## src/rtl/demux32_1to4_buf_pkg.sv

```systemverilog
// Shared constants and types for the buffered 32-bit 1-to-4 demultiplexer.
package demux32_1to4_buf_pkg;

    localparam int unsigned DATA_W  = 32;
    localparam int unsigned DEPTH   = 2;
    localparam int unsigned CNT_W   = 2;
    localparam int unsigned N_LANES = 4;

    typedef logic [DATA_W-1:0] word_t;
    typedef logic [CNT_W-1:0]  cnt_t;
    typedef logic [1:0]        sel_t;

    localparam sel_t SEL_A = 2'b00;
    localparam sel_t SEL_B = 2'b01;
    localparam sel_t SEL_C = 2'b10;
    localparam sel_t SEL_D = 2'b11;

    localparam cnt_t CNT_FULL = cnt_t'(DEPTH);

    // Same shape as the datapath's 4-to-1 word selector, applied to lane counts.
    function automatic cnt_t sel_count(sel_t sel, cnt_t a, cnt_t b, cnt_t c, cnt_t d);
        cnt_t r;
        case (sel)
            SEL_A:   r = a;
            SEL_B:   r = b;
            SEL_C:   r = c;
            default: r = d;
        endcase
        return r;
    endfunction

endpackage

```

## src/rtl/demux32_1to4_buf_if.sv

```systemverilog
// Upstream push port plus the four lane output handshakes of the demultiplexer.
interface demux32_1to4_buf_if;
    import demux32_1to4_buf_pkg::*;

    logic  in_valid;
    logic  in_ready;
    word_t in_data;
    sel_t  in_sel;

    word_t outA, outB, outC, outD;
    logic  validA, validB, validC, validD;
    logic  readyA, readyB, readyC, readyD;
    cnt_t  countA, countB, countC, countD;

    modport slave (
        input  in_valid, in_data, in_sel,
        output in_ready,
        output outA, outB, outC, outD,
        output validA, validB, validC, validD,
        input  readyA, readyB, readyC, readyD,
        output countA, countB, countC, countD
    );

    modport master (
        output in_valid, in_data, in_sel,
        input  in_ready,
        input  outA, outB, outC, outD,
        input  validA, validB, validC, validD,
        output readyA, readyB, readyC, readyD,
        input  countA, countB, countC, countD
    );

endinterface

```

## src/rtl/demux32_1to4_buf_lane_fifo2.sv

```systemverilog
// Two-entry lane FIFO with synchronous active-high reset; head is masked to 0 when empty.
module demux32_1to4_buf_lane_fifo2
    import demux32_1to4_buf_pkg::*;
(
    input  logic  clk_i,
    input  logic  rst_i,
    input  logic  push_i,
    input  word_t data_i,
    input  logic  pop_i,
    output word_t head_o,
    output logic  valid_o,
    output cnt_t  count_o
);

    word_t mem_q [DEPTH];
    word_t mem_d [DEPTH];
    logic  wr_ptr_q, wr_ptr_d;
    logic  rd_ptr_q, rd_ptr_d;
    cnt_t  count_q, count_d;
    logic  do_push, do_pop;

    always_comb begin
        do_push  = push_i && (count_q != CNT_FULL);
        do_pop   = pop_i && (count_q != '0);
        mem_d    = mem_q;
        wr_ptr_d = wr_ptr_q;
        rd_ptr_d = rd_ptr_q;
        count_d  = count_q;
        if (do_push) begin
            mem_d[wr_ptr_q] = data_i;
            wr_ptr_d        = ~wr_ptr_q;
        end
        if (do_pop) begin
            rd_ptr_d = ~rd_ptr_q;
        end
        case ({do_push, do_pop})
            2'b10:   count_d = count_q + cnt_t'(1);
            2'b01:   count_d = count_q - cnt_t'(1);
            default: count_d = count_q;
        endcase
    end

    always_ff @(posedge clk_i) begin
        if (rst_i) begin
            wr_ptr_q <= 1'b0;
            rd_ptr_q <= 1'b0;
            count_q  <= '0;
        end else begin
            wr_ptr_q <= wr_ptr_d;
            rd_ptr_q <= rd_ptr_d;
            count_q  <= count_d;
        end
    end

    // Storage is deliberately not reset; emptiness is tracked by count_q alone.
    always_ff @(posedge clk_i) begin
        mem_q <= mem_d;
    end

    always_comb begin
        valid_o = (count_q != '0);
        head_o  = valid_o ? mem_q[rd_ptr_q] : '0;
        count_o = count_q;
    end

endmodule

```

## src/rtl/demux32_1to4_buf.sv

```systemverilog
// Buffered 1-to-4 demultiplexer: routes each accepted word into one of four 2-entry lane FIFOs.
module demux32_1to4_buf
    import demux32_1to4_buf_pkg::*;
(
    input logic Clk,
    input logic Reset,
    demux32_1to4_buf_if.slave bus
);

    word_t              head [N_LANES];
    cnt_t               cnt  [N_LANES];
    logic [N_LANES-1:0] valid;
    logic [N_LANES-1:0] pop;
    logic [N_LANES-1:0] lane_push;
    logic               in_ready;

    // Acceptance depends only on the selected lane's occupancy, never on its ready.
    always_comb begin
        in_ready  = (sel_count(bus.in_sel, cnt[SEL_A], cnt[SEL_B], cnt[SEL_C], cnt[SEL_D])
                     != CNT_FULL);
        lane_push = '0;
        if (bus.in_valid && in_ready) begin
            lane_push[bus.in_sel] = 1'b1;
        end
        pop = {bus.readyD, bus.readyC, bus.readyB, bus.readyA};
    end

    for (genvar l = 0; l < N_LANES; l++) begin : g_lane
        demux32_1to4_buf_lane_fifo2 u_fifo (
            .clk_i   (Clk),
            .rst_i   (Reset),
            .push_i  (lane_push[l]),
            .data_i  (bus.in_data),
            .pop_i   (pop[l]),
            .head_o  (head[l]),
            .valid_o (valid[l]),
            .count_o (cnt[l])
        );
    end

    always_comb begin
        bus.in_ready = in_ready;
        bus.outA     = head[SEL_A];
        bus.outB     = head[SEL_B];
        bus.outC     = head[SEL_C];
        bus.outD     = head[SEL_D];
        bus.validA   = valid[SEL_A];
        bus.validB   = valid[SEL_B];
        bus.validC   = valid[SEL_C];
        bus.validD   = valid[SEL_D];
        bus.countA   = cnt[SEL_A];
        bus.countB   = cnt[SEL_B];
        bus.countC   = cnt[SEL_C];
        bus.countD   = cnt[SEL_D];
    end

endmodule

```

## src/flat_wrapper.sv

```systemverilog
// flat-port wrapper written by rule: the top's interface ports become plain ports
module demux32_1to4_buf_flat import demux32_1to4_buf_pkg::*;
  (Clk, Reset, bus_in_valid, bus_in_data, bus_in_sel, bus_in_ready, bus_outA, bus_outB, bus_outC, bus_outD, bus_validA, bus_validB, bus_validC, bus_validD, bus_readyA, bus_readyB, bus_readyC, bus_readyD, bus_countA, bus_countB, bus_countC, bus_countD);
  demux32_1to4_buf_if bus_i ();
  input logic Clk;
  input logic Reset;
  input wire logic [$bits(bus_i.in_valid)-1:0] bus_in_valid;
  input wire logic [$bits(bus_i.in_data)-1:0] bus_in_data;
  input wire logic [$bits(bus_i.in_sel)-1:0] bus_in_sel;
  output wire logic [$bits(bus_i.in_ready)-1:0] bus_in_ready;
  output wire logic [$bits(bus_i.outA)-1:0] bus_outA;
  output wire logic [$bits(bus_i.outB)-1:0] bus_outB;
  output wire logic [$bits(bus_i.outC)-1:0] bus_outC;
  output wire logic [$bits(bus_i.outD)-1:0] bus_outD;
  output wire logic [$bits(bus_i.validA)-1:0] bus_validA;
  output wire logic [$bits(bus_i.validB)-1:0] bus_validB;
  output wire logic [$bits(bus_i.validC)-1:0] bus_validC;
  output wire logic [$bits(bus_i.validD)-1:0] bus_validD;
  input wire logic [$bits(bus_i.readyA)-1:0] bus_readyA;
  input wire logic [$bits(bus_i.readyB)-1:0] bus_readyB;
  input wire logic [$bits(bus_i.readyC)-1:0] bus_readyC;
  input wire logic [$bits(bus_i.readyD)-1:0] bus_readyD;
  output wire logic [$bits(bus_i.countA)-1:0] bus_countA;
  output wire logic [$bits(bus_i.countB)-1:0] bus_countB;
  output wire logic [$bits(bus_i.countC)-1:0] bus_countC;
  output wire logic [$bits(bus_i.countD)-1:0] bus_countD;
  assign bus_i.in_valid = bus_in_valid;
  assign bus_i.in_data = bus_in_data;
  assign bus_i.in_sel = bus_in_sel;
  assign bus_in_ready = bus_i.in_ready;
  assign bus_outA = bus_i.outA;
  assign bus_outB = bus_i.outB;
  assign bus_outC = bus_i.outC;
  assign bus_outD = bus_i.outD;
  assign bus_validA = bus_i.validA;
  assign bus_validB = bus_i.validB;
  assign bus_validC = bus_i.validC;
  assign bus_validD = bus_i.validD;
  assign bus_i.readyA = bus_readyA;
  assign bus_i.readyB = bus_readyB;
  assign bus_i.readyC = bus_readyC;
  assign bus_i.readyD = bus_readyD;
  assign bus_countA = bus_i.countA;
  assign bus_countB = bus_i.countB;
  assign bus_countC = bus_i.countC;
  assign bus_countD = bus_i.countD;
  demux32_1to4_buf u_core (.Clk(Clk), .Reset(Reset), .bus(bus_i));
endmodule
```

## config.mk

```make
export PLATFORM = sky130hd
export DESIGN_NAME = demux32_1to4_buf_flat
export DESIGN_NICKNAME = d
export VERILOG_FILES = /design/src/rtl/demux32_1to4_buf_pkg.sv /design/src/rtl/demux32_1to4_buf_if.sv /design/src/rtl/demux32_1to4_buf_lane_fifo2.sv /design/src/rtl/demux32_1to4_buf.sv /design/src/flat_wrapper.sv
export SDC_FILE = /design/constraint.sdc
export NUM_CORES = 1
export LEC_CHECK = 0
export CAP_MARGIN = 20
export CORE_ASPECT_RATIO = 1.1
export CORE_UTILIZATION = 35
export DETAILED_ROUTE_END_ITERATION = 8
export PLACE_DENSITY = 0.62
export SYNTH_ARGS = -nofsm -noshare
export SYNTH_HDL_FRONTEND = slang
export SYNTH_HIERARCHICAL = 1
export SYNTH_SLANG_ARGS = --single-unit
```

## constraint.sdc

```tcl
create_clock -name Clk -period 3.1 [get_ports Clk]
set_clock_uncertainty 0.05 [all_clocks]
set_input_delay 0.62 -clock Clk [delete_from_list [all_inputs] [get_ports Clk]]
set_output_delay 0.62 -clock Clk [all_outputs]
set_load 0.05 [all_outputs]
```

### After elaboration in Yosys (flattened, before gate mapping)

Index checks and enable logic that the tools add are counted.

| word-level totals | value |
|---|---|
| register bits after elaboration | 272 |
| bits in latches | 0 |
| memory bits (writable) | 0 |
| ROM bits | 0 |
| input bits | 41 |
| output and inout bits | 141 |
| logic and storage cells | 132 |
| memories | 0 |

| operators by class | value |
|---|---|
| add/subtract/negate cells | 8 |
| $mul | 0 |
| divide/modulo/power cells | 0 |
| $lt $le $gt $ge | 14 |
| equal/unequal tests | 15 |
| shift-type cells | 0 |
| mux-type cells | 36 |
| bitwise operators | 16 |
| reduce and logical (&&, ||, !) cells | 23 |

Operators with widths:

| operator | count |
|---|---|
| two-way mux 32 bit | 20 |
| bitwise mux 64 bit | 4 |
| demux 32 bit (select 1 bit) | 4 |
| greater-or-equal comparator 2 bit, second input constant | 8 |
| NOT 1 -> 2 bit | 8 |
| case mux 2 bit (2 select lines) | 4 |
| nonzero test 2 bit | 8 |
| logical AND 1 bit | 14 |
| equality test 2 x 1 -> 1 bit, second input constant | 5 |
| equality test 2 bit, second input constant | 5 |
| inequality test 2 bit, second input constant | 5 |
| adder 2 x 1 -> 2 bit, second input constant | 4 |
| less-than comparator 2 x 1 -> 1 bit, second input constant | 4 |
| NOT 1 bit | 8 |
| subtractor 2 x 1 -> 2 bit, second input constant | 4 |
| case mux 2 bit (3 select lines) | 1 |
| two-way mux 4 bit | 1 |
| less-than comparator 2 x 3 -> 1 bit, second input constant | 1 |
| demux 1 bit (select 2 bit) | 1 |
| greater-or-equal comparator 2 x 1 -> 1 bit, second input constant | 1 |
| zero test 2 bit | 1 |
| two-way mux 1 bit | 1 |

### Logic depth before layout (Yosys ltp)

| logic depth | value |
|---|---|
| word-level depth | 8 |
| mapped depth | 7 |
| mapped depth without buffers | 7 |

### Cells and area by module

Netlist, hierarchy kept.

Modules (own cells, without submodules):

| module | instances | cells an instance | area each (µm²) | sequential area each (µm²) |
|---|---|---|---|---|
| demux32_1to4_buf_lane_fifo2 | 4 | 160 | 2602.5 | 2001.9 |
| demux32_1to4_buf | 1 | 9 | 101.3 | 0.0 |

### Least setup slack after synthesis

No wires, ideal clock.

| timing path | value |
|---|---|
| kind | reg2reg |
| start | register u_core.g_lane[0].u_fifo.count_q[0] |
| end | register u_core/g_lane[0].u_fifo/mem_q[0] in the netlist's numbering, enable pin |
| setup time | 0.421 ns |
| arrival time | 2.727 ns |
| data required time | 2.629 ns |
| setup slack | -0.098 ns |
| stages on the path, launching flop included | 5 |
| buffers on the path | 0 |
| clock period less this slack | 3.198 ns |
| cells stage by stage | dfxtp_1 -> nand2b_1 -> nor4bb_1 -> nand2_1 -> nor2_1 |

| between the ends | value |
|---|---|
| word-level cells in the longest chain between the ends | 5 |
| elaborated cells on any way between the ends | 6 |
| those cells by class | eq/ne (2); mux (2); reduce/logical (2) |

RTL lines:

| item | line | source |
|---|---|---|
| start, declared | demux32_1to4_buf_lane_fifo2.sv:19 | `cnt_t count_q, count_d;` |
| start signal, assigned | demux32_1to4_buf_lane_fifo2.sv:51 | `count_q <= count_d;` |
| case mux 2 bit (3 select lines) | demux32_1to4_buf_pkg.sv:23 | `case (sel)` |
| inequality test 2 bit | demux32_1to4_buf.sv:20 | `!= CNT_FULL);` |
| logical AND 1 bit | demux32_1to4_buf.sv:22 | `if (bus.in_valid && in_ready) begin` |
| two-way mux 4 bit | demux32_1to4_buf.sv:22 |  |
| named net u_core.lane_push[0] | demux32_1to4_buf.sv:14 | `logic [N_LANES-1:0] lane_push;` |
| logical AND 1 bit | demux32_1to4_buf_lane_fifo2.sv:23 | `do_push = push_i && (count_q != CNT_FULL);` |
| end signal, assigned | demux32_1to4_buf_lane_fifo2.sv:57 | `mem_q <= mem_d;` |
| end, declared | demux32_1to4_buf_lane_fifo2.sv:15 | `word_t mem_q [DEPTH];` |

The timed path passes the listed nets, and every way through them passes these cells.
A chain may end at the register's enable or synchronous reset.

### Worst setup path in the final report

| timing path | value |
|---|---|
| start | register u_core.g_lane[3].u_fifo.rd_ptr_q |
| end | output port bus_outD[28] |

| between the ends | value |
|---|---|
| word-level cells in the longest chain between the ends | 5 |

RTL lines:

| item | line | source |
|---|---|---|
| start, declared | demux32_1to4_buf_lane_fifo2.sv:18 | `logic rd_ptr_q, rd_ptr_d;` |
| start signal, assigned | demux32_1to4_buf_lane_fifo2.sv:50 | `rd_ptr_q <= rd_ptr_d;` |
| NOT 1 -> 2 bit (not written as such) | demux32_1to4_buf_lane_fifo2.sv:62 | `head_o = valid_o ? mem_q[rd_ptr_q] : '0;` |
| two-way mux 32 bit (not written as such) (3 in series) | demux32_1to4_buf_lane_fifo2.sv:62 |  |
| two-way mux 32 bit | demux32_1to4_buf_lane_fifo2.sv:62 |  |
| end, declared | flat_wrapper.sv:14 | `output wire logic [$bits(bus_i.outD)-1:0] bus_outD;` |

No other way between the ends. The select of a mux whose other input is x is not followed.

==> summary.txt <==
Timing
  – Max_slew headroom: 54.93%
  – Final Cycle Share: 97.49%
  – Unrepaired setup endpoints after global routing: no
  – Max Clock Freq: 330.9 MHz
  – # setup viols final: 0
  – Final hold vios: 0
  – Setup TNS Final: 0 ns
  – Pins over their slew limit: 0
  – Minimum clock period: 3.022 ns
  – Tightest Pin Transition: 0.6739 ns

Route
  – Iter 0 DRT Violations: 330
  – Remaining antenna violation count after routing: 0
  – DR vias/cell: 4.770
  – Routed WL per cell: 20.39 um
  – Final wirelength: 25880 um
  – DR pass1 iterations: 4
  – Via count: 6053
  – Drt drc: 0

Synthesis
  – Post-synth EDFFs: 256
  – Ys async rst share: 0%
  – Synth Net Count: 694
  – Register bit count reported by yosys: 272
  – Cell variety after synth: 22
  – Average size of a mapped cell: 16.20 sq um
  – Primary FF master, synth: edfxtp_1
  – Cells after synthesis: 649
  – Yosys warning total: 6
  – Register area share after synthesis: 76.18%
  – Cell Area, Synth: 10510 sq um

Finish
  – Filler Cells Inserted: 2560
  – Final Util: 47.93%
  – Most frequent cells in the layout: 256 x edfxtp_1, 136 x nor2_1, 128 x mux2i_1
  – Synth-to-layout area growth: 34.79%
  – Commonest non-fill, non-tap cell in the layout: edfxtp_1
  – Nets: 923
  – Share of cells above drive strength 1: 13.63%
  – Ant diodes: 0

Setup path
  – Setup CP Type: reg2out
  – Slowest cell on the critical path: clkdlybuf4s50_1
  – Setup slack, reg-to-reg: 0.60 ns
  – Cell Chain, Critical Path: buf_4 -> mux2i_1 -> nor2_1 -> clkdlybuf4s50_1
  – Setup crit end kind: output pin
  – Worst Path Buf+Inv: 2
  – Critical Path RT: 2.43 ns
  – CP peak stage delay: 0.70 ns
  – Crit Path Max Fanout: 18
  – Worst Setup Start Kind: flip-flop
  – WP data arrival: 2.35 ns
  – Top Family by Delay on Critical Path: buffers and inverters

Floorplan
  – IO Count: 182
  – Die Y: 183.8 um
  – Die area: 30730 sq um
  – Std cell rows: 66
  – Initial Util: 35.56%
  – Width of the die: 167.2 um
  – Core Box Area: 29560 sq um

Run
  – Total of max-cap violations: 0

Global route
  – Largest net degree at the start of global routing: 33
  – Grt met1 use: 21.43%
  – Number of global-route vias before repair: 6046
  – Global-route wire length before repair: 37760 um
  – Busiest layer in global routing: met2
  – Grt met2 use: 29.31%
  – Met3 GRT Util: 2.713%
  – Initial antenna violation count: 0
  – Overall Global Routing Usage: 16.71%
  – Overflow after GRT: 0

Place
  – Detailed placer's ending HPWL: 15590 um
  – Placer Congestion: 0.6977
  – Port Buf Inserts: 181

Run status
  – Status: completed

Clocking
  – CTS tree: built
  – CTS clk-pin slew, worst paths: 0.06 ns
  – Clk buf depth: 3
  – Hold buffers post-CTS: 0
  – Clock Root Buffer: clkbuf_16
  – H-tree depth: 1
  – Cts bufs inserted: 28
  – Clk sink count: 272
  – Clk_lat worst skew: 0.52 ns

Power and ir drop
  – Static Leak: 0.005444 uW
  – Comb power frac: 35.2%
  – Cell-internal power: 7375 uW
  – Clock network power share: 27.5%
  – Seq pwr share: 37.3%
  – VDD IR-drop max: 0.4353 mV
  – Switching pwr: 4024 uW
  – Switching Share: 35.30%
  – Power density cells: 804.5 nW/um^2

Min path
  – Path category of the worst min-delay check: reg2reg
==> cells by family after synthesis <==
| group | Yosys count | share of synthesized area (%) |
|---|---|---|
| adder cells (fa/ha/maj) | 4 | 0.4762 |
| AND/OR/NAND/NOR | 168 | 6.702 |
| buffers and inverters | 44 | 2.190 |
| multiplexers | 129 | 12.40 |
| flip-flops | 272 | 76.18 |
| XOR/XNOR | 12 | 0.9999 |
| AO/OA/AOI/OAI | 20 | 1.048 |
==> worst register-to-register path, cell delays in order, from the launching register on <==
cell      delay (ns)
dfxtp_1         0.53
buf_4           0.22
nand2b_1        0.13
nor4bb_1        0.40
nand2_1         0.20
ha_1            0.38
or3_1           0.36
a21oi_1         0.15
==> cell type report <==
cell class	count	area (sq um)	share of cell area (%)
Sequential cell	272	8014	56.56
Timing Repair Buffer	224	2407	16.99
Multi-Input combinational cell	336	2367	16.71
Clock buffer	34	744.5	5.254
Tap cell	374	467.9	3.303
Clock inverter	13	107.6	0.7594
Inverter	16	60.06	0.4239
==> through the flow <==
stage	instances	worst slack [ns]	power (uW)	cell area, sq um	hold WS [ns]
finish	1269	0.07778	11400	14170	0.5580
global route	1269	0.0001228	11820	14170	0.5873
CTS	1269	0.00007927	11550	14060	0.5485
detailed placement	1201	0.2606	8015	12920	0.5316
global placement	1201	0.3225	7991	12920	0.5049
floorplan	649	0.01235	6724	10510	0.4562
==> synthesized netlist by cell type (2+ instances only) <==
cell      count  area, sq um
edfxtp_1    256         7687
and4b_1       2        20.02
xnor2_1       4        35.03
nand2b_4      2        27.53
xor2_1        8        70.07
inv_1        16        60.06
or3_1         4        25.02
a21oi_1       8        40.04
nand2b_1      6        37.54
nand2_1       4        15.01
dfxtp_1      16        320.3
a21o_1        4        30.03
o21ai_0       8        40.04
ha_1          4        50.05
mux2i_1     128         1281
buf_2        16        80.08
nor2_1      144        540.5
buf_4        12        90.09
nand3_1       4        20.02
==> metal layers <==
layer  vias to the layer above  part of all wire (%)
li1                       2837                     -
met3                        29                   5.1
met1                      3013                    43
met2                       174                    50
met5                         -                     0
met4                         0                   1.7
==> worst paths after layout <==
kind	from	endpoint	cells after the start
setup / recovery	u_core/g_lane[3].u_fifo/rd_ptr_q	bus_outD[28]	4
hold / removal	u_core/g_lane[3].u_fifo/wr_ptr_q	u_core/g_lane[3].u_fifo/wr_ptr_q	3
setup reg to reg	u_core/g_lane[0].u_fifo/count_o[0]	u_core/g_lane[0].u_fifo/count_o[1]	7
hold reg to reg	u_core/g_lane[3].u_fifo/wr_ptr_q	u_core/g_lane[3].u_fifo/wr_ptr_q	3
==> sequential cells by signal, summed over array words and instances (netlist names) <==
signal / flops
u_core/g_lane.u_fifo/mem_q: 256
u_core/g_lane.u_fifo/count_o: 8
u_core/g_lane.u_fifo/rd_ptr_q: 4
u_core/g_lane.u_fifo/wr_ptr_q: 4
==> what timing repair did <==
action	4_1_cts	5_1_grt
setup buffers	18	0
cloned	3	0
setup endpoints to repair	99	50
endpoints found under the hold margin	0	0
resized for setup	13	45
pin swaps	7	0
==> power by group through the flow <==
stage | logic (uW) | clock network (uW) | registers (uW)
after floorplan | 2360 | 0 | 4370
after global placement | 3690 | 0 | 4300
after detailed placement | 3710 | 0 | 4310
after CTS | 4080 | 3220 | 4260
after global routing | 4190 | 3350 | 4270
final | 4010 | 3130 | 4260
Power figures use the tool's default switching activity.
